==> src/rtl/vga_timing_pkg.sv <==
// rtl/vga_timing_pkg.sv - VGA mode timing constants and counter-width helper
package vga_timing_pkg;

    typedef struct packed {
        int unsigned h_active;
        int unsigned h_fp;
        int unsigned h_sync;
        int unsigned h_bp;
        int unsigned v_active;
        int unsigned v_fp;
        int unsigned v_sync;
        int unsigned v_bp;
        logic        h_pol;
        logic        v_pol;
    } vga_mode_t;

    localparam vga_mode_t MODE_640X480_60 = '{
        h_active: 640, h_fp: 16, h_sync: 96,  h_bp: 48,
        v_active: 480, v_fp: 10, v_sync: 2,   v_bp: 33,
        h_pol: 1'b0, v_pol: 1'b0
    };

    localparam vga_mode_t MODE_800X600_60 = '{
        h_active: 800, h_fp: 40, h_sync: 128, h_bp: 88,
        v_active: 600, v_fp: 1,  v_sync: 4,   v_bp: 23,
        h_pol: 1'b1, v_pol: 1'b1
    };

    // Smallest width w with 2**w > max(h_total, v_total).
    function automatic int unsigned calc_width(input int unsigned h_total,
                                               input int unsigned v_total);
        int unsigned m;
        m = (h_total > v_total) ? h_total : v_total;
        return $clog2(m + 1);
    endfunction

    function automatic int unsigned mode_width(input vga_mode_t m);
        return calc_width(m.h_active + m.h_fp + m.h_sync + m.h_bp,
                          m.v_active + m.v_fp + m.v_sync + m.v_bp);
    endfunction

    localparam int unsigned MODE_640X480_WIDTH = mode_width(MODE_640X480_60);
    localparam int unsigned MODE_800X600_WIDTH = mode_width(MODE_800X600_60);

endpackage

==> src/rtl/vga_pipe_delay.sv <==
// rtl/vga_pipe_delay.sv - fixed-depth register pipeline with asynchronous reset value
module vga_pipe_delay #(
    parameter int          W       = 1,
    parameter int          DEPTH   = 1,
    parameter logic [W-1:0] RST_VAL = '0
) (
    input  logic         pixel_clk,
    input  logic         rst,
    input  logic [W-1:0] d,
    output logic [W-1:0] q
);

    logic [W-1:0] stage [DEPTH];

    always_ff @(posedge pixel_clk or posedge rst) begin
        if (rst) begin
            for (int i = 0; i < DEPTH; i++) begin
                stage[i] <= RST_VAL;
            end
        end else begin
            stage[0] <= d;
            for (int i = 1; i < DEPTH; i++) begin
                stage[i] <= stage[i-1];
            end
        end
    end

    assign q = stage[DEPTH-1];

endmodule

==> src/rtl/vga_timing_gen.sv <==
// rtl/vga_timing_gen.sv - parametric VGA timing generator with latency-matched fetch stream
module vga_timing_gen
    import vga_timing_pkg::*;
#(
    parameter int unsigned H_ACTIVE = MODE_640X480_60.h_active,
    parameter int unsigned H_FP     = MODE_640X480_60.h_fp,
    parameter int unsigned H_SYNC   = MODE_640X480_60.h_sync,
    parameter int unsigned H_BP     = MODE_640X480_60.h_bp,
    parameter int unsigned V_ACTIVE = MODE_640X480_60.v_active,
    parameter int unsigned V_FP     = MODE_640X480_60.v_fp,
    parameter int unsigned V_SYNC   = MODE_640X480_60.v_sync,
    parameter int unsigned V_BP     = MODE_640X480_60.v_bp,
    parameter bit          H_POL    = 1'b0,
    parameter bit          V_POL    = 1'b0,
    parameter int unsigned READ_LAT = 1,
    parameter int unsigned WIDTH    = 10
) (
    input  logic             pixel_clk,
    input  logic             rst,
    output logic             fetch_valid,
    output logic [WIDTH-1:0] fetch_x,
    output logic [WIDTH-1:0] fetch_y,
    output logic             de,
    output logic [WIDTH-1:0] xpos,
    output logic [WIDTH-1:0] ypos,
    output logic             hsync,
    output logic             vsync,
    output logic             line_start,
    output logic             frame_start
);

    localparam int unsigned H_TOTAL = H_ACTIVE + H_FP + H_SYNC + H_BP;
    localparam int unsigned V_TOTAL = V_ACTIVE + V_FP + V_SYNC + V_BP;

    if (READ_LAT < 1 || READ_LAT > 4) begin : g_bad_read_lat
        $error("vga_timing_gen: READ_LAT must be within 1..4");
    end
    if (H_ACTIVE < 1 || H_FP < 1 || H_SYNC < 1 || H_BP < 1 ||
        V_ACTIVE < 1 || V_FP < 1 || V_SYNC < 1 || V_BP < 1) begin : g_bad_timing
        $error("vga_timing_gen: every timing parameter must be at least 1");
    end
    if (WIDTH < calc_width(H_TOTAL, V_TOTAL)) begin : g_bad_width
        $error("vga_timing_gen: WIDTH too small for H_TOTAL/V_TOTAL");
    end

    localparam logic [WIDTH-1:0] H_ACT      = WIDTH'(H_ACTIVE);
    localparam logic [WIDTH-1:0] H_SYNC_BEG = WIDTH'(H_ACTIVE + H_FP);
    localparam logic [WIDTH-1:0] H_SYNC_END = WIDTH'(H_ACTIVE + H_FP + H_SYNC);
    localparam logic [WIDTH-1:0] H_LAST     = WIDTH'(H_TOTAL - 1);
    localparam logic [WIDTH-1:0] V_ACT      = WIDTH'(V_ACTIVE);
    localparam logic [WIDTH-1:0] V_SYNC_BEG = WIDTH'(V_ACTIVE + V_FP);
    localparam logic [WIDTH-1:0] V_SYNC_END = WIDTH'(V_ACTIVE + V_FP + V_SYNC);
    localparam logic [WIDTH-1:0] V_LAST     = WIDTH'(V_TOTAL - 1);

    localparam int PW = 2 * WIDTH + 5;
    localparam logic [PW-1:0] PIPE_RST = {1'b0, {WIDTH{1'b0}}, {WIDTH{1'b0}},
                                          ~H_POL, ~V_POL, 2'b00};

    logic [WIDTH-1:0] h_cnt;
    logic [WIDTH-1:0] v_cnt;
    logic             raw_hsync;
    logic             raw_vsync;
    logic             raw_line_start;
    logic             raw_frame_start;
    logic [PW-1:0]    raw_bus;
    logic [PW-1:0]    disp_bus;

    always_ff @(posedge pixel_clk or posedge rst) begin
        if (rst) begin
            h_cnt <= '0;
            v_cnt <= '0;
        end else if (h_cnt == H_LAST) begin
            h_cnt <= '0;
            v_cnt <= (v_cnt == V_LAST) ? '0 : v_cnt + WIDTH'(1);
        end else begin
            h_cnt <= h_cnt + WIDTH'(1);
        end
    end

    // Fetch side is a pure decode of the counters; the display side is its delayed copy.
    always_comb begin
        fetch_valid     = (h_cnt < H_ACT) && (v_cnt < V_ACT);
        fetch_x         = fetch_valid ? h_cnt : '0;
        fetch_y         = fetch_valid ? v_cnt : '0;
        raw_hsync       = (h_cnt >= H_SYNC_BEG && h_cnt < H_SYNC_END) ? H_POL : ~H_POL;
        raw_vsync       = (v_cnt >= V_SYNC_BEG && v_cnt < V_SYNC_END) ? V_POL : ~V_POL;
        raw_line_start  = fetch_valid && (h_cnt == '0);
        raw_frame_start = raw_line_start && (v_cnt == '0);
        raw_bus         = {fetch_valid, fetch_x, fetch_y, raw_hsync, raw_vsync,
                           raw_line_start, raw_frame_start};
    end

    vga_pipe_delay #(
        .W       (PW),
        .DEPTH   (int'(READ_LAT)),
        .RST_VAL (PIPE_RST)
    ) u_disp_pipe (
        .pixel_clk (pixel_clk),
        .rst       (rst),
        .d         (raw_bus),
        .q         (disp_bus)
    );

    assign {de, xpos, ypos, hsync, vsync, line_start, frame_start} = disp_bus;

endmodule

==> config.mk <==
export PLATFORM = sky130hd
export DESIGN_NAME = vga_timing_gen
export DESIGN_NICKNAME = d
export VERILOG_FILES = /design/src/rtl/vga_timing_pkg.sv /design/src/rtl/vga_pipe_delay.sv /design/src/rtl/vga_timing_gen.sv
export SDC_FILE = /design/constraint.sdc
export NUM_CORES = 1
export LEC_CHECK = 0
export ABC_CLOCK_PERIOD_IN_PS = 2200
export BUFFER_PORTS_ARGS = -buffer_cell sky130_fd_sc_hd__buf_2
export CAP_MARGIN = 20
export CORE_MARGIN = 3
export CORE_UTILIZATION = 45
export CTS_CLUSTER_DIAMETER = 200
export DETAILED_ROUTE_END_ITERATION = 8
export PLACE_DENSITY = 0.79
export SKIP_LAST_GASP = 1
export SYNTH_ARGS = -nofsm -noshare
export SYNTH_HDL_FRONTEND = slang
export SYNTH_SLANG_ARGS = --single-unit
export TNS_END_PERCENT = 20
==> constraint.sdc <==
create_clock -name pixel_clk -period 2.2 [get_ports pixel_clk]
set_input_delay 0.33 -clock pixel_clk [delete_from_list [all_inputs] [get_ports pixel_clk]]
set_output_delay 0.33 -clock pixel_clk [all_outputs]
set_load 0.005 [all_outputs]
==> summary.md, run 1 <==
| Metric | Value |
|---|---|
| Status | complete, no violations |
| FF+latch count, synth | 45 |
| Fin. Hold Viols | 0 |
| Synth async-reset ratio | 100.0% |
| Initial antenna violation count | 0 |
| Post-synth top cells | 43 x dfrtp_1, 20 x and3_1, 11 x nand3_1, 10 x nor2_1, 9 x nand4_1 |
| Startpoint Class | flop |
| Worst setup margin | 0.1422 ns |
| Register Area | 0.001129 mm2 |
| Antenna viol nets, final | 0 |
| WP data arrival | 1.73 ns |
| Post-synthesis average cell area | 11.47 um2 |
| Met1 Wirelength | 1635 um |
| Core footprint | 0.004115 mm2 |
| Fin crit share | 93.54% |
| WP data required | 1.87 ns |
| Rows | 23 |
| # fillers | 359 |
| GRT Resource Usage Total | 15.30% |
| Fmax | 486.0 MHz |
| Final #Nets | 224 |
| Power per cell area | 590.8 mW/mm2 |
| Placement Setup Slack | 0.3368 ns |
| EDFF count, synth | 0 |
| Starting Density | 47.67% |
| Post-Syn Area | 0.001962 mm2 |
| Setup repair after global routing missed its margin | false |
| Period minus WS final | 2.058 ns |
| Reg2reg setup slack | 0.30 ns |
| Crit path kind | reg2out |
| First-pass GRT wire length | 6127 um |
| VDD IR max | 0.0002555 V |
| Slew HR | 64.38% |
| Max layer used | met4 |
| Drt drc | 0 |
| Synth cell types | 37 |
| Leakage | 0.001202 uW |
| Routed WL | 3762 um |
| Share of cells above drive strength 1 | 30.59% |
| IO Pins | 48 |
| Clk Latency, worst-skew pair | 0.29 ns |
| Top-count cell post-synth | dfrtp_1 |
| Setup TNS | 0 ns |
| Number of I/O port buffers | 46 |
| Detailed Route Iter0 Violations | 134 |
| Reg-to-Reg Start | h_cnt[5]$_DFF_PP0_ |
| Vias per cell | 5.242 |
| CTS Buf Count | 5 |
| CTS tree | yes |
| HPWL Detailed | 2599 um |
| Synth area leaders | dfrtp_1 55%, and3_1 6.4%, nand4_1 2.9% |
| Worst R2R Path Depth | 4 |
| Die area | 0.005188 mm2 |
| Sink Count | 45 |
| Post-CTS Resized | 0 |
| Largest net degree at the start of global routing | 46 |
| R2R Path End | v_cnt[8]$_DFFE_PP0N_ |
| Die height | 72.03 um |
| Die Span X | 72.03 um |
| ANT cells | 0 |
| H-tree Lvls | 2 |
| First-pass DRT Iterations | 4 |
| Routed len/inst | 13.99 um |
| Hold Path Class | in2async |
| Maxcap violations | 0 |
| Multi-input gate area | 713.2 um2 |
| Hold_buf cts | 0 |
| Vias in the first global route | 1309 |
| Worst-path maximum fanout | 21 |
| Clock root cell | clkbuf_8 |
| Top cell type's share of synthesized area | 54.85% |
| Cell accounting for the most synthesized area | dfrtp_1 |
| Area delta synth->final | 16.26% |
| Worst slew pin tran | 0.5343 ns |
| Final setup fails | 0 |
| Post-DP Area | 0.002191 mm2 |
| Sequential fraction of the synthesis area | 57.53% |
| Slew Limit Fails | 0 |
| Setup Fix Bufs, Post-CTS | 0 |
| Met3 wire length | 186 um |
| Met2 wire len | 1892 um |
| Clk buf depth | 2 |
| Synth warn | 0 |
| Worst Setup End Kind | output port |
| Clock Skew | 0.005533 ns |
| Via count | 1410 |
| Util after Layout | 55.43% |
| Layout Cell Area excl Fill | 0.002281 mm2 |
| Gpl congestion | 0.8665 |
| Ys flop type | dfrtp_1 |
| Gr ovfl total | 0 |
| Clock slew at reported path FFs | 0.08 ns |
| Cells after synthesis | 171 |
cell usage in the layout (no fill, tap or decap):
cell type   count
xnor2_2         1
clkinvlp_4      1
or4_1           1
buf_4           4
o22ai_1         1
inv_6           1
or3_2           2
xor2_1          3
and3_2          1
o31ai_1         1
clkinv_2        1
inv_1           7
o21ai_0         5
nand3b_1        2
nor3_1          4
or4_4           1
or4b_4          1
a31oi_1         1
nand2_1         5
a41oi_1         1
nor4_1          4
nor2_1         10
buf_2          46
dfstp_2         2
clkbuf_8        5
xnor2_1         6
nor2b_1         2
nand3_1        11
and2_1          4
dfrtp_1        43
ha_1            4
o21a_1          1
conb_1          2
and4_1          4
nand4_1         9
nor3_2          1
and3_1         20
o22a_1          1
cells by family after synthesis:
family / after synthesis / share of synthesized area [%]
simple gates: 82 / 25.00
flops: 45 / 57.53
buf+inv: 18 / 6.314
compound gates: 11 / 3.572
xor+xnor: 10 / 4.847
fa+ha+maj: 4 / 2.551
other cells: 1 / 0.1911
layer usage:
metal | vias to the layer above | global-route usage, %
met3 | 4 | 4.294
met2 | 36 | 24.80
li1 | 691 | -
met4 | 0 | 6.054
met1 | 679 | 19.46
met5 | - | 0
cell type report:
type	instances	area share [%]
sequential	45	49.48
clock buffer	5	3.017
timing repair buffer	50	11.41
clock inverter	3	0.9325
inverter	7	1.152
tap	50	2.743
multi-input combinational	109	31.27
metrics by stage:
step	instances	total power [uW]	hold slack [ns]
6_report	269	1348	0.1621
5_1_grt	269	1405	0.2075
3_3_place_gp	261	863.4	0.4907
2_1_floorplan	172	858.1	0.4723
3_5_place_dp	261	863.6	0.4922
4_1_cts	269	1367	0.1707
report_power, final:
| part | internal (uW) | switching (uW) | leakage, uW |
|---|---|---|---|
| Sequential | 827 | 0.268 | 0.000590 |
| Clock | 225 | 276 | 0.0000445 |
| Combinational | 2.53 | 16.0 | 0.000567 |
flip-flops by register name (all words and copies together), names as in the netlist:
signal         flops
u_disp_pipe.q     25
h_cnt             10
v_cnt             10
worst max-delay path by stage:
stage	from	endpoint	slack [ns]	depth (start not counted)
final	v_cnt[5]$_DFFE_PP0N_	fetch_x[9]	0.14	5
after global routing	v_cnt[5]$_DFFE_PP0N_	fetch_x[9]	0.04	5
after CTS	v_cnt[5]$_DFFE_PP0N_	fetch_x[9]	0.14	5
after detailed placement	h_cnt[5]$_DFF_PP0_	v_cnt[7]$_DFFE_PP0N_	0.34	5
after global placement	h_cnt[5]$_DFF_PP0_	v_cnt[5]$_DFFE_PP0N_	0.36	3
after floorplan	h_cnt[5]$_DFF_PP0_	v_cnt[5]$_DFFE_PP0N_	0.29	5
critical path, stage by stage (launching register included):
cell and delay [ns]:
dfrtp_1 0.48, and4_1 0.29, nor2_1 0.10, buf_4 0.21, and3_1 0.22, buf_2 0.13
Note: power is estimated with default switching activity, not from simulation.
==> inputs of run 2 (changes only) <==
- PLACE_DENSITY: 0.79 -> not set
- PLACE_DENSITY_LB_ADDON: not set -> 0.3
==> run 2 against run 1 <==
Against the previous run: global-route usage grew 0.63 points; largest power group unchanged; critical path depth is the same; flip-flop and latch count stayed put; combinational power rose by 20%; final cell count is 1.5% higher; critical endpoint is now fetch_x[3]; clock-buffer cell count up 1; first-iteration DRC count shrank 22%.
==> summary.md, run 2 (synthesis results as in run 1) <==
| Metric | Value |
|---|---|
| Met3 usage | 4.571% |
| Routed len/inst | 14.03 um |
| Final #Nets | 228 |
| Crit path kind | reg2out |
| Gr ovfl total | 0 |
| Die height | 72.03 um |
| First-pass GRT wire length | 6430 um |
| IO Pins | 48 |
| Number of I/O port buffers | 46 |
| Setup TNS | 0 ns |
| WP data arrival | 1.70 ns |
| Layout Cell Area excl Fill | 0.002346 mm2 |
| Setup Fix Bufs, Post-CTS | 0 |
| Power per cell area | 635.0 mW/mm2 |
| Routed WL | 3830 um |
| Gpl congestion | 0.8212 |
| Clk Latency, worst-skew pair | 0.29 ns |
| Vias per cell | 5.245 |
| GRT Resource Usage Total | 15.93% |
| Maxcap violations | 0 |
| CP Cell Sequence | and4_1 -> nor2_2 -> buf_4 -> and3_1 -> buf_2 |
| Period minus WS final | 2.032 ns |
| Worst-path maximum fanout | 17 |
| HPWL Detailed | 2829 um |
| # fillers | 363 |
| Largest net degree at the start of global routing | 28 |
| Worst Setup End Kind | output port |
| Initial antenna violation count | 0 |
| Fin crit share | 92.37% |
| GR Util met2 | 23.06% |
| Worst setup margin | 0.1678 ns |
| Fmax | 492.1 MHz |
| Sink Count | 45 |
| Gr busiest metal | met1 |
| Area delta synth->final | 19.58% |
| Clock Skew | 0.003373 ns |
| Fin. Hold Viols | 0 |
| Vias in the first global route | 1298 |
| CTS tree | yes |
| Delay of the slowest cell on the worst path | 0.45 ns |
| Placement Setup Slack | 0.3451 ns |
| Most frequent cells in the layout | 46 x buf_2, 43 x dfrtp_1, 20 x and3_1 |
| Status | complete, no violations |
| Setup repair after global routing missed its margin | false |
| Clk buf depth | 2 |
| Rows | 23 |
| H-tree Lvls | 2 |
| First-pass DRT Iterations | 4 |
| Clock root cell | clkbuf_8 |
| CTS Buf Count | 5 |
| Slew Limit Fails | 0 |
| M1 GR Usage | 23.17% |
| Hold Path Class | in2async |
| Core footprint | 0.004115 mm2 |
| Final setup fails | 0 |
| Max reg flops | 25 |
| Share of cells above drive strength 1 | 31.84% |
| Startpoint Class | flop |
| Die Span X | 72.03 um |
| Worst R2R Path Depth | 3 |
| ANT cells | 0 |
| VDD IR max | 0.0003928 V |
| Post-DP Area | 0.002213 mm2 |
| Drt drc | 0 |
| Leakage | 0.001232 uW |
| Antenna viol nets, final | 0 |
| Starting Density | 47.67% |
| Die area | 0.005188 mm2 |
| Most common cell after layout, fill and taps aside | buf_2 |
| Clock slew at reported path FFs | 0.08 ns |
| WP data required | 1.87 ns |
| Detailed Route Iter0 Violations | 104 |
| CP max stage cell | dfrtp_1 |
| Via count | 1432 |
==> run 2: layer usage <==
metal  wire, um  vias to the layer above  part of all wire [%]
met5          0                        -                     0
met4         55                        0                   1.4
met3        197                        5                   5.1
met2       1767                       39                    46
met1       1810                      690                    47
li1           -                      698                     -
==> run 2: critical path: cells and delay by family, from the launching register on <==
kind          cells  cell delay [ns]
buf+inv           2             0.33
flops             1             0.45
simple gates      3             0.62
==> run 2: where the power goes <==
| group | total [uW] | switching, uW | internal (uW) | leakage, uW |
|---|---|---|---|---|
| registers | 827 | 0.141 | 827 | 0.000590 |
| clock network | 640 | 271 | 369 | 0.0000574 |
| logic | 22.3 | 17.3 | 4.91 | 0.000584 |
==> run 2: final timing paths <==
check / startpoint / to / slack, ns
max: v_cnt[6]$_DFFE_PP0N_ / fetch_x[3] / 0.17
min: rst / u_disp_pipe.q[14]$_DFF_PP0_ / 0.42
max reg2reg: h_cnt[5]$_DFF_PP0_ / v_cnt[5]$_DFFE_PP0N_ / 0.34
min reg2reg: v_cnt[8]$_DFFE_PP0N_ / v_cnt[8]$_DFFE_PP0N_ / 0.51
max in group asynchronous: rst / u_disp_pipe.q[7]$_DFF_PP0_ / 1.27
min in group pixel_clk: v_cnt[8]$_DFFE_PP0N_ / v_cnt[8]$_DFFE_PP0N_ / 0.51
==> run 2: layout make-up <==
| type | count | area, um2 | share of cell area [%] |
|---|---|---|---|
| clock inverters | 2 | 37.54 | 1.600 |
| multi-input cells | 109 | 715.7 | 30.51 |
| repair buffers | 54 | 292.8 | 12.48 |
| well taps | 50 | 62.56 | 2.667 |
| clock buffers | 6 | 82.58 | 3.520 |
| flip-flops and latches | 45 | 1129 | 48.11 |
| inverters | 7 | 26.28 | 1.120 |
==> run 2: repair_timing <==
item	CTS	global route
hold buffers	1	0
hold endpoints to repair	1	0
gates resized for setup	0	1
setup endpoints to repair	0	15
==> run 2: through the flow <==
stage | power [uW] | hold WS (ns) | utilization (%) | cells
after floorplan | 858.1 | 0.4723 | - | 172
after global placement | 865.3 | 0.1748 | 53.79 | 264
after detailed placement | 865.9 | 0.1746 | 53.79 | 264
after CTS | 1513 | 0.4007 | 56.95 | 273
after global routing | 1550 | 0.4162 | 57.01 | 273
final | 1490 | 0.4232 | 57.01 | 273
